===== src/rtl/axi4_lite_cmd_master_if.sv =====
// AXI4-Lite bundle shared between a command master and the CSR/RAM slave port.
interface axi4_lite_if #(
    parameter int ADDR_BIT_WIDTH = 8,
    parameter int DATA_BIT_WIDTH = 32
);
    logic                          awvalid;
    logic                          awready;
    logic [ADDR_BIT_WIDTH-1:0]     awaddr;
    logic [2:0]                    awprot;
    logic                          wvalid;
    logic                          wready;
    logic [DATA_BIT_WIDTH-1:0]     wdata;
    logic [DATA_BIT_WIDTH/8-1:0]   wstrb;
    logic                          bvalid;
    logic                          bready;
    logic [1:0]                    bresp;
    logic                          arvalid;
    logic                          arready;
    logic [ADDR_BIT_WIDTH-1:0]     araddr;
    logic [2:0]                    arprot;
    logic                          rvalid;
    logic                          rready;
    logic [DATA_BIT_WIDTH-1:0]     rdata;
    logic [1:0]                    rresp;

    modport mst_port (
        output awvalid, awaddr, awprot, wvalid, wdata, wstrb, bready,
               arvalid, araddr, arprot, rready,
        input  awready, wready, bvalid, bresp, arready, rvalid, rdata, rresp
    );

    modport slv_port (
        input  awvalid, awaddr, awprot, wvalid, wdata, wstrb, bready,
               arvalid, araddr, arprot, rready,
        output awready, wready, bvalid, bresp, arready, rvalid, rdata, rresp
    );
endinterface


===== src/rtl/axi4_lite_cmd_master.sv =====
// Single-outstanding command/response to AXI4-Lite master bridge with a response
// timeout; a timed-out transaction is drained off the bus before the next command.
//
// state   | meaning
// IDLE    | o_cmd_ready high, waiting for a command
// WR      | awvalid/wvalid pending, each drops after its own handshake
// WR_RESP | bready high, waiting for bvalid
// RD_ADDR | arvalid high, waiting for arready
// RD_DATA | rready high, waiting for rvalid
// RSP     | o_rsp_valid high until i_rsp_ready
// DRAIN   | timed-out transaction still owes handshakes; result discarded
module axi4_lite_cmd_master #(
    parameter int ADDR_BIT_WIDTH = 8,
    parameter int DATA_BIT_WIDTH = 32,
    parameter int TIMEOUT_CYCLES = 256
) (
    input  logic                        i_clk,
    input  logic                        i_sync_rst,
    input  logic                        i_cmd_valid,
    output logic                        o_cmd_ready,
    input  logic                        i_cmd_is_wr,
    input  logic [ADDR_BIT_WIDTH-1:0]   i_cmd_addr,
    input  logic [DATA_BIT_WIDTH-1:0]   i_cmd_wdata,
    input  logic [DATA_BIT_WIDTH/8-1:0] i_cmd_wstrb,
    output logic                        o_rsp_valid,
    input  logic                        i_rsp_ready,
    output logic [DATA_BIT_WIDTH-1:0]   o_rsp_rdata,
    output logic [1:0]                  o_rsp_resp,
    output logic                        o_rsp_timeout,
    axi4_lite_if.mst_port               if_m_axi4_lite
);

    localparam int STRB_W  = DATA_BIT_WIDTH / 8;
    localparam int ALIGN_W = $clog2(STRB_W);
    localparam int CNT_W   = (TIMEOUT_CYCLES > 0) ? $clog2(TIMEOUT_CYCLES + 1) : 1;
    localparam logic [CNT_W-1:0]          TMO_LIM   = CNT_W'(TIMEOUT_CYCLES);
    localparam logic [ADDR_BIT_WIDTH-1:0] ADDR_MASK = {ADDR_BIT_WIDTH{1'b1}} << ALIGN_W;

    generate
        if (DATA_BIT_WIDTH != 32 && DATA_BIT_WIDTH != 64) begin : g_bad_width
            $error("axi4_lite_cmd_master: DATA_BIT_WIDTH must be 32 or 64");
        end
    endgenerate

    typedef enum logic [2:0] {
        IDLE, WR, WR_RESP, RD_ADDR, RD_DATA, RSP, DRAIN
    } state_t;

    state_t                      state_q, state_d;
    logic                        cmd_ready_q, cmd_ready_d;
    logic                        is_wr_q, is_wr_d;
    logic                        owe_q, owe_d;
    logic [ADDR_BIT_WIDTH-1:0]   addr_q, addr_d;
    logic [DATA_BIT_WIDTH-1:0]   wdata_q, wdata_d;
    logic [STRB_W-1:0]           wstrb_q, wstrb_d;
    logic                        awvalid_q, awvalid_d;
    logic                        wvalid_q, wvalid_d;
    logic                        bready_q, bready_d;
    logic                        arvalid_q, arvalid_d;
    logic                        rready_q, rready_d;
    logic                        rsp_valid_q, rsp_valid_d;
    logic [DATA_BIT_WIDTH-1:0]   rsp_rdata_q, rsp_rdata_d;
    logic [1:0]                  rsp_resp_q, rsp_resp_d;
    logic                        rsp_timeout_q, rsp_timeout_d;
    logic [CNT_W-1:0]            cnt_q, cnt_d;

    logic aw_hs, w_hs, b_hs, ar_hs, r_hs;
    logic accept, tmo_hit;
    logic [CNT_W-1:0] cnt_inc;

    assign aw_hs   = awvalid_q & if_m_axi4_lite.awready;
    assign w_hs    = wvalid_q  & if_m_axi4_lite.wready;
    assign b_hs    = bready_q  & if_m_axi4_lite.bvalid;
    assign ar_hs   = arvalid_q & if_m_axi4_lite.arready;
    assign r_hs    = rready_q  & if_m_axi4_lite.rvalid;
    assign accept  = i_cmd_valid & cmd_ready_q;
    assign cnt_inc = (cnt_q == {CNT_W{1'b1}}) ? cnt_q : cnt_q + 1'b1;
    assign tmo_hit = (TIMEOUT_CYCLES > 0) && (cnt_inc == TMO_LIM);

    always_comb begin
        state_d       = state_q;
        cmd_ready_d   = 1'b0;
        is_wr_d       = is_wr_q;
        addr_d        = addr_q;
        wdata_d       = wdata_q;
        wstrb_d       = wstrb_q;
        cnt_d         = cnt_q;
        rsp_valid_d   = rsp_valid_q;
        rsp_rdata_d   = rsp_rdata_q;
        rsp_resp_d    = rsp_resp_q;
        rsp_timeout_d = rsp_timeout_q;
        // Valid/ready tracking is state-independent so that a timed-out
        // transaction keeps honouring the bus through RSP and DRAIN.
        awvalid_d     = awvalid_q & ~aw_hs;
        wvalid_d      = wvalid_q  & ~w_hs;
        arvalid_d     = arvalid_q & ~ar_hs;
        owe_d         = owe_q & ~(b_hs | r_hs);
        bready_d      = is_wr_q  & owe_d & ~awvalid_d & ~wvalid_d;
        rready_d      = ~is_wr_q & owe_d & ~arvalid_d;

        if (state_q inside {WR, WR_RESP, RD_ADDR, RD_DATA}) begin
            cnt_d = cnt_inc;
        end

        unique case (state_q)
            IDLE: begin
                cmd_ready_d = 1'b1;
                if (accept) begin
                    cmd_ready_d = 1'b0;
                    is_wr_d     = i_cmd_is_wr;
                    addr_d      = i_cmd_addr & ADDR_MASK;
                    wdata_d     = i_cmd_wdata;
                    wstrb_d     = i_cmd_wstrb;
                    cnt_d       = '0;
                    owe_d       = 1'b1;
                    awvalid_d   = i_cmd_is_wr;
                    wvalid_d    = i_cmd_is_wr;
                    arvalid_d   = ~i_cmd_is_wr;
                    bready_d    = 1'b0;
                    rready_d    = 1'b0;
                    state_d     = i_cmd_is_wr ? WR : RD_ADDR;
                end
            end
            WR: begin
                if (tmo_hit) begin
                    state_d = RSP;
                end else if (!awvalid_d && !wvalid_d) begin
                    state_d = WR_RESP;
                end
            end
            WR_RESP: begin
                if (b_hs) begin
                    state_d     = RSP;
                    rsp_rdata_d = '0;
                    rsp_resp_d  = if_m_axi4_lite.bresp;
                end else if (tmo_hit) begin
                    state_d = RSP;
                end
            end
            RD_ADDR: begin
                if (tmo_hit) begin
                    state_d = RSP;
                end else if (ar_hs) begin
                    state_d = RD_DATA;
                end
            end
            RD_DATA: begin
                if (r_hs) begin
                    state_d     = RSP;
                    rsp_rdata_d = if_m_axi4_lite.rdata;
                    rsp_resp_d  = if_m_axi4_lite.rresp;
                end else if (tmo_hit) begin
                    state_d = RSP;
                end
            end
            RSP: begin
                if (i_rsp_ready) begin
                    rsp_valid_d = 1'b0;
                    if (rsp_timeout_q) begin
                        state_d = DRAIN;
                    end else begin
                        state_d     = IDLE;
                        cmd_ready_d = 1'b1;
                    end
                end
            end
            DRAIN: begin
                if (!owe_d) begin
                    state_d     = IDLE;
                    cmd_ready_d = 1'b1;
                end
            end
            default: state_d = IDLE;
        endcase

        // Entry into RSP from an active state: a timeout when no final
        // handshake claimed the transition above.
        if (state_d == RSP && state_q != RSP) begin
            rsp_valid_d   = 1'b1;
            rsp_timeout_d = owe_d;
            if (owe_d) begin
                rsp_rdata_d = '0;
                rsp_resp_d  = 2'b10;
            end
        end
    end

    always_ff @(posedge i_clk) begin
        if (i_sync_rst) begin
            state_q       <= IDLE;
            cmd_ready_q   <= 1'b0;
            is_wr_q       <= 1'b0;
            owe_q         <= 1'b0;
            addr_q        <= '0;
            wdata_q       <= '0;
            wstrb_q       <= '0;
            awvalid_q     <= 1'b0;
            wvalid_q      <= 1'b0;
            bready_q      <= 1'b0;
            arvalid_q     <= 1'b0;
            rready_q      <= 1'b0;
            rsp_valid_q   <= 1'b0;
            rsp_rdata_q   <= '0;
            rsp_resp_q    <= '0;
            rsp_timeout_q <= 1'b0;
            cnt_q         <= '0;
        end else begin
            state_q       <= state_d;
            cmd_ready_q   <= cmd_ready_d;
            is_wr_q       <= is_wr_d;
            owe_q         <= owe_d;
            addr_q        <= addr_d;
            wdata_q       <= wdata_d;
            wstrb_q       <= wstrb_d;
            awvalid_q     <= awvalid_d;
            wvalid_q      <= wvalid_d;
            bready_q      <= bready_d;
            arvalid_q     <= arvalid_d;
            rready_q      <= rready_d;
            rsp_valid_q   <= rsp_valid_d;
            rsp_rdata_q   <= rsp_rdata_d;
            rsp_resp_q    <= rsp_resp_d;
            rsp_timeout_q <= rsp_timeout_d;
            cnt_q         <= cnt_d;
        end
    end

    assign o_cmd_ready   = cmd_ready_q;
    assign o_rsp_valid   = rsp_valid_q;
    assign o_rsp_rdata   = rsp_rdata_q;
    assign o_rsp_resp    = rsp_resp_q;
    assign o_rsp_timeout = rsp_timeout_q;

    assign if_m_axi4_lite.awvalid = awvalid_q;
    assign if_m_axi4_lite.awaddr  = addr_q;
    assign if_m_axi4_lite.awprot  = 3'b000;
    assign if_m_axi4_lite.wvalid  = wvalid_q;
    assign if_m_axi4_lite.wdata   = wdata_q;
    assign if_m_axi4_lite.wstrb   = wstrb_q;
    assign if_m_axi4_lite.bready  = bready_q;
    assign if_m_axi4_lite.arvalid = arvalid_q;
    assign if_m_axi4_lite.araddr  = addr_q;
    assign if_m_axi4_lite.arprot  = 3'b000;
    assign if_m_axi4_lite.rready  = rready_q;

endmodule


===== src/flat_wrapper.sv =====
// flat-port wrapper written by rule: the top's interface ports become plain ports
module axi4_lite_cmd_master_flat 
#(
    parameter int ADDR_BIT_WIDTH = 8,
    parameter int DATA_BIT_WIDTH = 32,
    parameter int TIMEOUT_CYCLES = 256
)
  (i_clk, i_sync_rst, i_cmd_valid, o_cmd_ready, i_cmd_is_wr, i_cmd_addr, i_cmd_wdata, i_cmd_wstrb, o_rsp_valid, i_rsp_ready, o_rsp_rdata, o_rsp_resp, o_rsp_timeout, if_m_axi4_lite_awvalid, if_m_axi4_lite_awaddr, if_m_axi4_lite_awprot, if_m_axi4_lite_wvalid, if_m_axi4_lite_wdata, if_m_axi4_lite_wstrb, if_m_axi4_lite_bready, if_m_axi4_lite_arvalid, if_m_axi4_lite_araddr, if_m_axi4_lite_arprot, if_m_axi4_lite_rready, if_m_axi4_lite_awready, if_m_axi4_lite_wready, if_m_axi4_lite_bvalid, if_m_axi4_lite_bresp, if_m_axi4_lite_arready, if_m_axi4_lite_rvalid, if_m_axi4_lite_rdata, if_m_axi4_lite_rresp);
  axi4_lite_if #(.ADDR_BIT_WIDTH(ADDR_BIT_WIDTH), .DATA_BIT_WIDTH(DATA_BIT_WIDTH)) if_m_axi4_lite_i ();
  input  logic i_clk;
  input  logic i_sync_rst;
  input  logic i_cmd_valid;
  output logic o_cmd_ready;
  input  logic i_cmd_is_wr;
  input  logic [ADDR_BIT_WIDTH-1:0] i_cmd_addr;
  input  logic [DATA_BIT_WIDTH-1:0] i_cmd_wdata;
  input  logic [DATA_BIT_WIDTH/8-1:0] i_cmd_wstrb;
  output logic o_rsp_valid;
  input  logic i_rsp_ready;
  output logic [DATA_BIT_WIDTH-1:0] o_rsp_rdata;
  output logic [1:0] o_rsp_resp;
  output logic o_rsp_timeout;
  output wire logic [$bits(if_m_axi4_lite_i.awvalid)-1:0] if_m_axi4_lite_awvalid;
  output wire logic [$bits(if_m_axi4_lite_i.awaddr)-1:0] if_m_axi4_lite_awaddr;
  output wire logic [$bits(if_m_axi4_lite_i.awprot)-1:0] if_m_axi4_lite_awprot;
  output wire logic [$bits(if_m_axi4_lite_i.wvalid)-1:0] if_m_axi4_lite_wvalid;
  output wire logic [$bits(if_m_axi4_lite_i.wdata)-1:0] if_m_axi4_lite_wdata;
  output wire logic [$bits(if_m_axi4_lite_i.wstrb)-1:0] if_m_axi4_lite_wstrb;
  output wire logic [$bits(if_m_axi4_lite_i.bready)-1:0] if_m_axi4_lite_bready;
  output wire logic [$bits(if_m_axi4_lite_i.arvalid)-1:0] if_m_axi4_lite_arvalid;
  output wire logic [$bits(if_m_axi4_lite_i.araddr)-1:0] if_m_axi4_lite_araddr;
  output wire logic [$bits(if_m_axi4_lite_i.arprot)-1:0] if_m_axi4_lite_arprot;
  output wire logic [$bits(if_m_axi4_lite_i.rready)-1:0] if_m_axi4_lite_rready;
  input wire logic [$bits(if_m_axi4_lite_i.awready)-1:0] if_m_axi4_lite_awready;
  input wire logic [$bits(if_m_axi4_lite_i.wready)-1:0] if_m_axi4_lite_wready;
  input wire logic [$bits(if_m_axi4_lite_i.bvalid)-1:0] if_m_axi4_lite_bvalid;
  input wire logic [$bits(if_m_axi4_lite_i.bresp)-1:0] if_m_axi4_lite_bresp;
  input wire logic [$bits(if_m_axi4_lite_i.arready)-1:0] if_m_axi4_lite_arready;
  input wire logic [$bits(if_m_axi4_lite_i.rvalid)-1:0] if_m_axi4_lite_rvalid;
  input wire logic [$bits(if_m_axi4_lite_i.rdata)-1:0] if_m_axi4_lite_rdata;
  input wire logic [$bits(if_m_axi4_lite_i.rresp)-1:0] if_m_axi4_lite_rresp;
  assign if_m_axi4_lite_awvalid = if_m_axi4_lite_i.awvalid;
  assign if_m_axi4_lite_awaddr = if_m_axi4_lite_i.awaddr;
  assign if_m_axi4_lite_awprot = if_m_axi4_lite_i.awprot;
  assign if_m_axi4_lite_wvalid = if_m_axi4_lite_i.wvalid;
  assign if_m_axi4_lite_wdata = if_m_axi4_lite_i.wdata;
  assign if_m_axi4_lite_wstrb = if_m_axi4_lite_i.wstrb;
  assign if_m_axi4_lite_bready = if_m_axi4_lite_i.bready;
  assign if_m_axi4_lite_arvalid = if_m_axi4_lite_i.arvalid;
  assign if_m_axi4_lite_araddr = if_m_axi4_lite_i.araddr;
  assign if_m_axi4_lite_arprot = if_m_axi4_lite_i.arprot;
  assign if_m_axi4_lite_rready = if_m_axi4_lite_i.rready;
  assign if_m_axi4_lite_i.awready = if_m_axi4_lite_awready;
  assign if_m_axi4_lite_i.wready = if_m_axi4_lite_wready;
  assign if_m_axi4_lite_i.bvalid = if_m_axi4_lite_bvalid;
  assign if_m_axi4_lite_i.bresp = if_m_axi4_lite_bresp;
  assign if_m_axi4_lite_i.arready = if_m_axi4_lite_arready;
  assign if_m_axi4_lite_i.rvalid = if_m_axi4_lite_rvalid;
  assign if_m_axi4_lite_i.rdata = if_m_axi4_lite_rdata;
  assign if_m_axi4_lite_i.rresp = if_m_axi4_lite_rresp;
  axi4_lite_cmd_master #(.ADDR_BIT_WIDTH(ADDR_BIT_WIDTH), .DATA_BIT_WIDTH(DATA_BIT_WIDTH), .TIMEOUT_CYCLES(TIMEOUT_CYCLES)) u_core (.i_clk(i_clk), .i_sync_rst(i_sync_rst), .i_cmd_valid(i_cmd_valid), .o_cmd_ready(o_cmd_ready), .i_cmd_is_wr(i_cmd_is_wr), .i_cmd_addr(i_cmd_addr), .i_cmd_wdata(i_cmd_wdata), .i_cmd_wstrb(i_cmd_wstrb), .o_rsp_valid(o_rsp_valid), .i_rsp_ready(i_rsp_ready), .o_rsp_rdata(o_rsp_rdata), .o_rsp_resp(o_rsp_resp), .o_rsp_timeout(o_rsp_timeout), .if_m_axi4_lite(if_m_axi4_lite_i));
endmodule

===== config.mk =====
export PLATFORM = sky130hd
export DESIGN_NAME = axi4_lite_cmd_master_flat
export DESIGN_NICKNAME = d
export VERILOG_FILES = /design/src/rtl/axi4_lite_cmd_master_if.sv /design/src/rtl/axi4_lite_cmd_master.sv /design/src/flat_wrapper.sv
export SDC_FILE = /design/constraint.sdc
export NUM_CORES = 1
export LEC_CHECK = 0
export CORE_MARGIN = 1.5
export CORE_UTILIZATION = 42
export DETAILED_ROUTE_END_ITERATION = 7
export PLACE_DENSITY = 0.81
export SYNTH_ARGS = -nofsm -noshare
export SYNTH_HDL_FRONTEND = slang
export SYNTH_SLANG_ARGS = --single-unit

===== constraint.sdc =====
create_clock -name i_clk -period 3.3 [get_ports i_clk]
set_input_delay 0.99 -clock i_clk [delete_from_list [all_inputs] [get_ports i_clk]]
set_output_delay 0.99 -clock i_clk [all_outputs]
set_load 0.01 [all_outputs]

==> results of run 1 <==
final cells by class:
class,instances,area [sq um],share of cell area
multi-input cells,333,1880,0.310
inverters,5,18.8,0.00309
flip-flops and latches,98,1960,0.323
well taps,133,166,0.0274
clock inverters,6,68.8,0.0113
clock buffers,9,124,0.0204
repair buffers,186,1850,0.305
kinds of logic after synthesis:
family | count (synthesis)
xor+xnor | 8
other cells | 1
flops | 98
compound gates | 112
simple gates | 199
mux | 3
buf+inv | 53
fa+ha+maj | 1
routing by layer:
metal / global-route usage / part of all wire / vias up / wire, um
met5: 0 / 0 / - / 0
met4: 0.0854 / 0.019 / 0 / 198
met3: 0.0752 / 0.098 / 17 / 1030
met2: 0.311 / 0.47 / 159 / 4910
met1: 0.242 / 0.41 / 1802 / 4340
li1: - / - / 1910 / -
stage by stage:
stage / setup WS, ns / std cells / util
after floorplan: 0.715 / 484 / -
after global routing: 0.392 / 770 / 0.626
after detailed placement: 0.164 / 755 / 0.606
final: 0.531 / 770 / 0.626
after CTS: 0.555 / 770 / 0.626
after global placement: 0.188 / 755 / 0.606
power by group:
group          internal (W)  switching [W]
Sequential          0.00122      0.0000325
Combinational      0.000208       0.000172
Clock              0.000349       0.000406
Total               0.00178       0.000611
placed cells by master (no fill, tap or decap), types with 4 or more instances in the layout:
cell type / synthesis / layout
clkdlybuf4s50_1: 0 / 176
nand2_1: 109 / 109
dfxtp_1: 98 / 98
a21oi_1: 53 / 53
a22oi_1: 34 / 34
nor2_2: 30 / 30
nor2_1: 20 / 20
conb_1: 1 / 10
clkbuf_8: 4 / 9
buf_4: 16 / 8
nor2b_1: 6 / 6
inv_1: 5 / 5
nand4_1: 5 / 5
xnor2_1: 4 / 4
o21ai_0: 4 / 4
xor2_1: 4 / 4
path summary, 6_finish.rpt:
| path | startpoint | end | slack, ns | cells after the start |
|---|---|---|---|---|
| setup reg to reg | u_core.cnt_q[0] | u_core.o_rsp_timeout | 0.59 | 7 |
| setup / recovery | if_m_axi4_lite_arready | u_core.o_rsp_timeout | 0.53 | 7 |
| hold / removal | u_core.if_m_axi4_lite.wdata[19] | u_core.if_m_axi4_lite.wdata[19] | 0.46 | 2 |
| hold reg to reg | u_core.if_m_axi4_lite.wdata[19] | u_core.if_m_axi4_lite.wdata[19] | 0.46 | 2 |
registers in the layout, summed over array words and instances, names as in the netlist:
register	cells
u_core.is_wr_q	1
u_core.if_m_axi4_lite.bready	1
u_core.if_m_axi4_lite.araddr	6
u_core.if_m_axi4_lite.rready	1
u_core.o_rsp_timeout	1
u_core.state_q	3
u_core.if_m_axi4_lite.wvalid	1
u_core.if_m_axi4_lite.wdata	32
u_core.owe_q	1
u_core.o_rsp_valid	1
u_core.if_m_axi4_lite.awvalid	1
u_core.if_m_axi4_lite.wstrb	4
u_core.o_rsp_resp	2
u_core.cnt_q	9
u_core.if_m_axi4_lite.arvalid	1
u_core.o_cmd_ready	1
u_core.o_rsp_rdata	32
worst max-delay path: cells and delay by family:
family | cells | cell delay, ns
buf+inv | 1 | 0.44
mux | 1 | 0.39
simple gates | 4 | 1.11
compound gates | 1 | 0.10
==> summary.md, run 1 <==
| Metric | Value |
|---|---|
| Status | `complete, no violations` |
| I/O pin count | `190` |
| Vias per inst | `between 5 and 6` |
| Final wirelength | `~10000 um` |
| Placed cell areas | `5870 sq um` |
| P per Cell Area | `394 nW/um^2` |
| Synth Area in Simple Gates | `0.230` |
| Slew @ Worst Pin | `0.664 ns` |
| DR vias | `just under 4000` |
| Gpl congestion | `around 0.89` |
| First-pass GRT wire length | `around 16000 um` |
| Synth cell count leaders | `nand2_1 (109), dfxtp_1 (98), a21oi_1 (53), a22oi_1 (34), nor2_2 (30)` |
| Pre-Repair DR Iteration Count | `5` |
| Pleak | `between 2 and 2.5 nW` |
| Hpwl dp | `approximately 7700 um` |
| Syn. warnings | `0` |
| Clk slew on worst S/H paths | `around 0.10 ns` |
| Setup CP Type | `in2reg` |
| Slew Limit Fails | `0` |
| WL/cell | `13.6 um` |
| Hold WC Path Type | `reg2reg` |
| CTS tree | `done` |
| Tcrit/Tclk final | `0.839` |
| Worst-Skew Late Latency | `roughly 0.35 ns` |
| Adder-cell share of the synthesized area | `0.00302` |
| Synth Cell Area | `roughly 4100 sq um` |
| FILL cells | `a little over 800` |
| Slowest CP cell | `clkdlybuf4s50_1` |
| Initial antenna violation count | `0` |
| Tmin final | `~2.8 ns` |
| Post-Synthesis Cells | `around 480` |
| Post-synthesis sequential area ratio | `0.473` |
| Largest net degree at the start of global routing | `45` |
| GR Overflow Total | `0` |
| Layout area overhead | `46.2%` |
| Most frequent cell after synthesis | `nand2_1` |
| GR Util All Layers | `0.198` |
| Drc violations | `0` |
| Post-synth top area cell | `dfxtp_1` |
| Core footprint | `9680 sq um` |
| Worst vdd ir | `approximately 220 uV` |
| Max-cap viol count | `0` |
| Crit start category | `input port` |
| Layout cells sized above 1 | `0.116` |
| Post-synth EDFFs | `0` |
| Num rows | `36` |
| CP Cell Sequence | `clkdlybuf4s50_1 -> nand2_1 -> or3b_2 -> nand4_1 -> a32oi_2 -> nor3_1 -> mux2_2` |
| Chip width | `between 100 and 150 um` |
| Synth Register Bits | `slightly below 100` |
| Netlist cell types | `between 50 and 60` |
| Crit-path max cell delay | `0.44 ns` |
| Critical Path AT | `3.02 ns` |
| Final setup violation count | `0` |
| Largest family of logic cells by synthesized area | `simple AND/OR/NAND/NOR gates` |
| Die Area | `about 10000 sq um` |
| Clock skew | `roughly 0.011 ns` |
| Clk Tree Root Cell | `clkbuf_8` |
| Hold Slack | `between 0.4 and 0.5 ns` |
| Synth Area in XOR/XNOR | `0.0169` |
| Ant. Diodes | `0` |
| Final ANT Viol Nets | `0` |
| Synth Area per Inst | `just under 9 sq um` |
| Async set-reset flop share out of synthesis | `0` |
| Synth Flop Type | `dfxtp_1` |
| Post-CTS Setup Repair Bufs | `0` |
| H-tree depth | `3` |
| Initial Util | `0.428` |
| Port-buffer cells | `177` |
| Final TNS setup | `0 ns` |
| Post-synth top area share | `0.473` |
| Fmax | `between 0.3 and 0.4 GHz` |
| CTS Hold Buffers Added | `0` |
| Hold Fails Final Rpt | `0` |
| Die Y | `about 100 um` |
| Synth Area in Compound Gates | `0.184` |
| Cts repair resizes | `0` |
| Top post-synthesis cells by area | `dfxtp_1 (47%), nand2_1 (9.9%), a21oi_1 (6.4%)` |
| TritonCTS buffer count | `9` |
| Vias in the first global route | `~3600` |
| # nets final | `between 700 and 800` |
| Critical path endpoint category | `flop` |
| Total Power | `about 0.0024 W` |
| Final Cell Area | `between 6000 and 7000 sq um` |
| Crit path max fanout | `3` |
| CP required | `about 3.6 ns` |
| RSZ-0062 raised after global routing | `false` |
| Bufs on Longest Clock Path | `2` |
| Mux cell area share after synthesis | `0.00754` |
| Headroom to the max-slew limit | `0.556` |
| Initial DRC Count | `308` |
| # clock sinks | `between 90 and 100` |
No activity file was read; power rests on OpenSTA's default activity.
==> run 2, diff against run 1 <==
- clock period: 3.3 -> 2.77 ns (I/O delays scaled with it)
==> summary.md, run 2 (same netlist as run 1, synthesis figures left out) <==
| Metric | Value |
|---|---|
| Pre-Repair DR Iteration Count | `4` |
| Max-cap viol count | `0` |
| Fmax | `between 0.3 and 0.4 GHz` |
| Die Area | `about 10000 sq um` |
| Layout cells sized above 1 | `0.127` |
| Slew Limit Fails | `0` |
| Sequential Area | `~2000 sq um` |
| Slew @ Worst Pin | `between 0.6 and 0.7 ns` |
| Initial antenna violation count | `0` |
| Most frequent cells in the layout | `clkdlybuf4s50_1 (176), nand2_1 (109), dfxtp_1 (98)` |
| Final setup violation count | `0` |
| Crit start category | `input port` |
| Status | `complete, no violations` |
| Area occupied by multi-input gates | `1880 sq um` |
| Final wirelength | `around 11000 um` |
| Tcrit/Tclk final | `0.947` |
| Final ANT Viol Nets | `0` |
| CTS Hold Buffers Added | `0` |
| Core footprint | `approximately 9700 sq um` |
| Critical path endpoint category | `flop` |
| # clock sinks | `about 100` |
| FILL cells | `800` |
| Vias per inst | `roughly 4.9` |
| First-pass GRT wire length | `16700 um` |
| Chip width | `around 100 um` |
| Initial Util | `0.428` |
| Bufs on Longest Clock Path | `2` |
| P per Cell Area | `between 400 and 500 nW/um^2` |
| DR vias | `3846` |
| CTS tree | `done` |
| Post-CTS Setup Repair Bufs | `0` |
| Final Util | `0.635` |
| Drc violations | `0` |
| Most common cell after layout, fill and taps aside | `clkdlybuf4s50_1` |
| TritonCTS buffer count | `9` |
| CP required | `about 3 ns` |
| Hold WC Path Type | `reg2reg` |
| Ant. Diodes | `0` |
| Worst vdd ir | `~370 uV` |
| Hpwl dp | `7870 um` |
| Critical Path AT | `2.88 ns` |
| Cts repair resizes | `0` |
| Clock skew | `a little over 0.009 ns` |
| GR Util All Layers | `0.203` |
| Tmin final | `about 2.6 ns` |
| Vias in the first global route | `roughly 3600` |
| WL/cell | `~14 um` |
| GR Overflow Total | `0` |
| Setup CP Type | `in2reg` |
| Clk Tree Root Cell | `clkbuf_8` |
| Largest net degree at the start of global routing | `between 40 and 50` |
| Gpl congestion | `between 0.9 and 1` |
| I/O pin count | `190` |
| Pleak | `approximately 2.2 nW` |
| Layout area overhead | `48.2%` |
| Crit path max fanout | `33` |
| H-tree depth | `3` |
| Initial DRC Count | `approximately 190` |
| Total Power | `slightly below 0.003 W` |
| Die Y | `102 um` |
| Headroom to the max-slew limit | `0.590` |
| Hold Fails Final Rpt | `0` |
| Worst-Skew Late Latency | `approximately 0.37 ns` |
| Num rows | `36` |
| Clk slew on worst S/H paths | `about 0.090 ns` |
| RSZ-0062 raised after global routing | `false` |
| Port-buffer cells | `around 180` |
| # nets final | `731` |
-- run 2: cell count changes in the layout (fill, tap and decap cells not counted), sizes merged --
cell | before | now
clkbuf | 9 | 11
clkinv | 4 | 1
inv | 5 | 7
buf | 10 | 17
-- run 2: report_power, final --
group | switching, W | internal [W]
sequential | 0.0000348 | 0.00146
combinational | 0.000211 | 0.000261
clock | 0.000494 | 0.000472
total | 0.000740 | 0.00219
-- run 2: worst paths after layout --
path / from / slack, ns / end / cells after the start
setup / recovery: if_m_axi4_lite_arready / 0.15 / u_core.o_rsp_rdata[1] / 8
hold reg to reg: u_core.if_m_axi4_lite.wdata[9] / 0.46 / u_core.if_m_axi4_lite.wdata[9] / 2
hold / removal: u_core.if_m_axi4_lite.wdata[9] / 0.46 / u_core.if_m_axi4_lite.wdata[9] / 2
setup reg to reg: u_core.cnt_q[0] / 0.23 / u_core.o_rsp_rdata[1] / 9
-- run 2: final cells by class --
type | instances | share of cell area
inverter | 5 | 0.00305
timing repair buffer | 193 | 0.311
clock buffer | 11 | 0.0246
multi-input combinational | 333 | 0.305
tap | 133 | 0.0271
sequential | 98 | 0.319
clock inverter | 5 | 0.00977
-- run 2: through the flow --
| step | setup slack (ns) | TNS [ns] | hold WS (ns) | area, sq um | instances |
|---|---|---|---|---|---|
| floorplan | 0.275 | 0 | 0.421 | 4180 | 484 |
| global placement | -0.172 | -5.37 | 0.441 | 5940 | 762 |
| detailed placement | -0.235 | -7.52 | 0.447 | 5940 | 762 |
| CTS | 0.173 | 0 | 0.459 | 6150 | 778 |
| global route | 0.0717 | 0 | 0.482 | 6150 | 778 |
| finish | 0.146 | 0 | 0.458 | 6150 | 778 |
-- run 2: layer usage --
| layer | track usage | part of all wire |
|---|---|---|
| met2 | 0.347 | 0.48 |
| met1 | 0.235 | 0.42 |
| met3 | 0.0869 | 0.091 |
| met5 | 0 | 0 |
| met4 | 0.0527 | 0.0052 |
-- run 2: critical path: stages --
cell             delay [ns]
clkdlybuf4s50_1        0.45
nand2_1                0.11
or3b_2                 0.44
nand4_1                0.16
a32oi_2                0.10
o41ai_4                0.43
buf_12                 0.28
nor2_1                 0.08
==> edit (settings of run 1) <==
`TIMEOUT_CYCLES` is set to 256 in 2 places; all go to 512.
--- a/src/rtl/axi4_lite_cmd_master.sv
+++ b/src/rtl/axi4_lite_cmd_master.sv
@@ -12,7 +12,7 @@
 module axi4_lite_cmd_master #(
     parameter int ADDR_BIT_WIDTH = 8,
     parameter int DATA_BIT_WIDTH = 32,
-    parameter int TIMEOUT_CYCLES = 256
+    parameter int TIMEOUT_CYCLES = 512
 ) (
     input  logic                        i_clk,
     input  logic                        i_sync_rst,
--- a/src/flat_wrapper.sv
+++ b/src/flat_wrapper.sv
@@ -3,7 +3,7 @@
 #(
     parameter int ADDR_BIT_WIDTH = 8,
     parameter int DATA_BIT_WIDTH = 32,
-    parameter int TIMEOUT_CYCLES = 256
+    parameter int TIMEOUT_CYCLES = 512
 )
   (i_clk, i_sync_rst, i_cmd_valid, o_cmd_ready, i_cmd_is_wr, i_cmd_addr, i_cmd_wdata, i_cmd_wstrb, o_rsp_valid, i_rsp_ready, o_rsp_rdata, o_rsp_resp, o_rsp_timeout, if_m_axi4_lite_awvalid, if_m_axi4_lite_awaddr, if_m_axi4_lite_awprot, if_m_axi4_lite_wvalid, if_m_axi4_lite_wdata, if_m_axi4_lite_wstrb, if_m_axi4_lite_bready, if_m_axi4_lite_arvalid, if_m_axi4_lite_araddr, if_m_axi4_lite_arprot, if_m_axi4_lite_rready, if_m_axi4_lite_awready, if_m_axi4_lite_wready, if_m_axi4_lite_bvalid, if_m_axi4_lite_bresp, if_m_axi4_lite_arready, if_m_axi4_lite_rvalid, if_m_axi4_lite_rdata, if_m_axi4_lite_rresp);
   axi4_lite_if #(.ADDR_BIT_WIDTH(ADDR_BIT_WIDTH), .DATA_BIT_WIDTH(DATA_BIT_WIDTH)) if_m_axi4_lite_i ();
Check against the original RTL: no difference found for any inputs over 10 cycles, from zero or initial values and one cycle with i_sync_rst high; that may be too few to reach the edited logic, so the function may still have changed.
==> edit against run 1 <==
Synthesized area shrank 1.8%. Setup slack better by 130 ps. Sequential cell count up 1. Total power decreased by 1.5%. Synthesized cell count rose by 3.4%. Global-route usage up 2.4 points. Routed wire length is 9.7% higher. Final area decreased by 0.74%. Worst hold slack gained 1.7 ps. Critical path type unchanged. Critical endpoint is now u_core.cnt_q[9]$_SDFF_PP0_. Highest routed layer unchanged.
==> edit: results (changes against run 1) <==
[outcome]
outcome=completed

[timing]
worstMarginPinSlew_ps=757  ; +93.3 ps
skew_ps=7.89  ; -2.70 ps

[synth]
ys_warn_count=0  ; unchanged
yosys-top-cells-count=nand2_1, dfxtp_1, a21oi_1
synth_cell_types=51  ; -11%
synth_area_leaders=dfxtp_1, nand2_1, a21oi_1
synth_ff_type=dfxtp_1
synth_sequential_area_ratio=0.486  ; +0.0135

[detailed_routing]
vias=3994  ; +2.7%
wl_per_cell_um=14.8  ; +9.0%
drtIter0Drc=256  ; -17%

[power]
sw_frac_of_total=0.269  ; +0.0133
ir_drop_v=0.000250  ; +12%
p_leak_uw=0.00210  ; -0.54%

[critical_path]
cpPeakStageDelay_ps=450
critPathMaxFanout=49  ; +46
cp.arrival_ps=2870  ; -150 ps

[min_path]
hp-class=reg2reg

[placement]
placedInstanceArea_um2=5840  ; -0.49%
numPortBuffers=177  ; unchanged
hpwl_um=8180  ; +6.7%
routabilityCongestion=0.841  ; -5.1%

[finish]
layout.nets=732  ; +1.1%
fillCellCount=757  ; -7.2%
drive_gt1_frac=0.0495  ; -0.0666

[global_routing]
grt_pass1_vias=3755  ; +5.5%
grt_usage=0.221  ; +0.0238
grt_pass1_wl_um=18000  ; +9.5%
grt_max_degree=50  ; +11%

[clock_tree]
insertion_delay_ps=360
clockRootBuffer=clkbuf_8
clkTransAtPathRegs_ps=100  ; about the same

edit: changes by cell type in the layout (fill, tap and decap cells not counted), moves of 4 or more:
cell,run 1,this run
nand3_1,3,8
nand2b_1,0,4
nor2_1,20,49
nor2_2,30,1
and3_1,1,5
edit: layout make-up:
| class | instances | area, um2 | share of cell area |
|---|---|---|---|
| Sequential cell | 99 | 1980 | 0.329 |
| Multi-Input combinational cell | 345 | 1850 | 0.307 |
| Timing Repair Buffer | 184 | 1840 | 0.306 |
| Clock buffer | 10 | 128 | 0.0212 |
| Tap cell | 129 | 161 | 0.0268 |
| Clock inverter | 6 | 48.8 | 0.00811 |
| Inverter | 2 | 7.51 | 0.00125 |
edit: worst paths after layout:
check	slack, ps	from	to	cells after the start
min	460	u_core.if_m_axi4_lite.wdata[9]$_SDFFE_PP0P_	u_core.if_m_axi4_lite.wdata[9]$_SDFFE_PP0P_	2
min reg2reg	460	u_core.if_m_axi4_lite.wdata[9]$_SDFFE_PP0P_	u_core.if_m_axi4_lite.wdata[9]$_SDFFE_PP0P_	2
max	660	i_cmd_valid	u_core.cnt_q[9]$_SDFF_PP0_	6
max reg2reg	910	u_core.cnt_q[0]$_SDFF_PP0_	u_core.o_rsp_timeout$_SDFFE_PP0P_	5
edit: stage by stage:
step	std cells	worst slack (ps)	power, uW
after floorplan	500	1030	1460
after CTS	775	670	2380
after global routing	775	524	2460
final	775	662	2360
after global placement	759	307	1650
after detailed placement	759	271	1660
edit: per-layer routing:
| metal | vias to the layer above | share of wire | GRT usage |
|---|---|---|---|
| li1 | 1972 | - | - |
| met1 | 1878 | 0.41 | 0.272 |
| met2 | 131 | 0.51 | 0.363 |
| met3 | 13 | 0.069 | 0.0642 |
| met4 | 0 | 0.015 | 0.0929 |
| met5 | - | 0 | 0 |
edit: logic make-up (layout without fill, tap and decap cells):
| group | count (synthesis) | after routing | synth area share |
|---|---|---|---|
| AO/OA/AOI/OAI | 120 | 120 | 0.194 |
| multiplexers | 4 | 4 | 0.0101 |
| XOR/XNOR | 6 | 6 | 0.0129 |
| flip-flops | 99 | 99 | 0.486 |
| adder cells (fa/ha/maj) | 1 | 1 | 0.00307 |
| AND/OR/NAND/NOR | 204 | 204 | 0.222 |
| buffers and inverters | 56 | 202 | 0.0703 |
| other | 1 | 10 | 0.000920 |
edit: worst register-to-register path, cell delays in order, from the launching register on:
cell and delay [ps]:
dfxtp_1 500, ha_1 410, nand3_1 250, o32a_1 470, a31oi_1 300, mux2_1 360
edit: power groups by stage:
stage          Sequential, uW  Clock (uW)  Combinational, uW
6_report                 1270         721                366
5_1_grt                  1280         784                397
4_1_cts                  1270         742                368
3_5_place_dp             1300           0                365
3_3_place_gp             1290           0                361
2_1_floorplan            1300           0                161
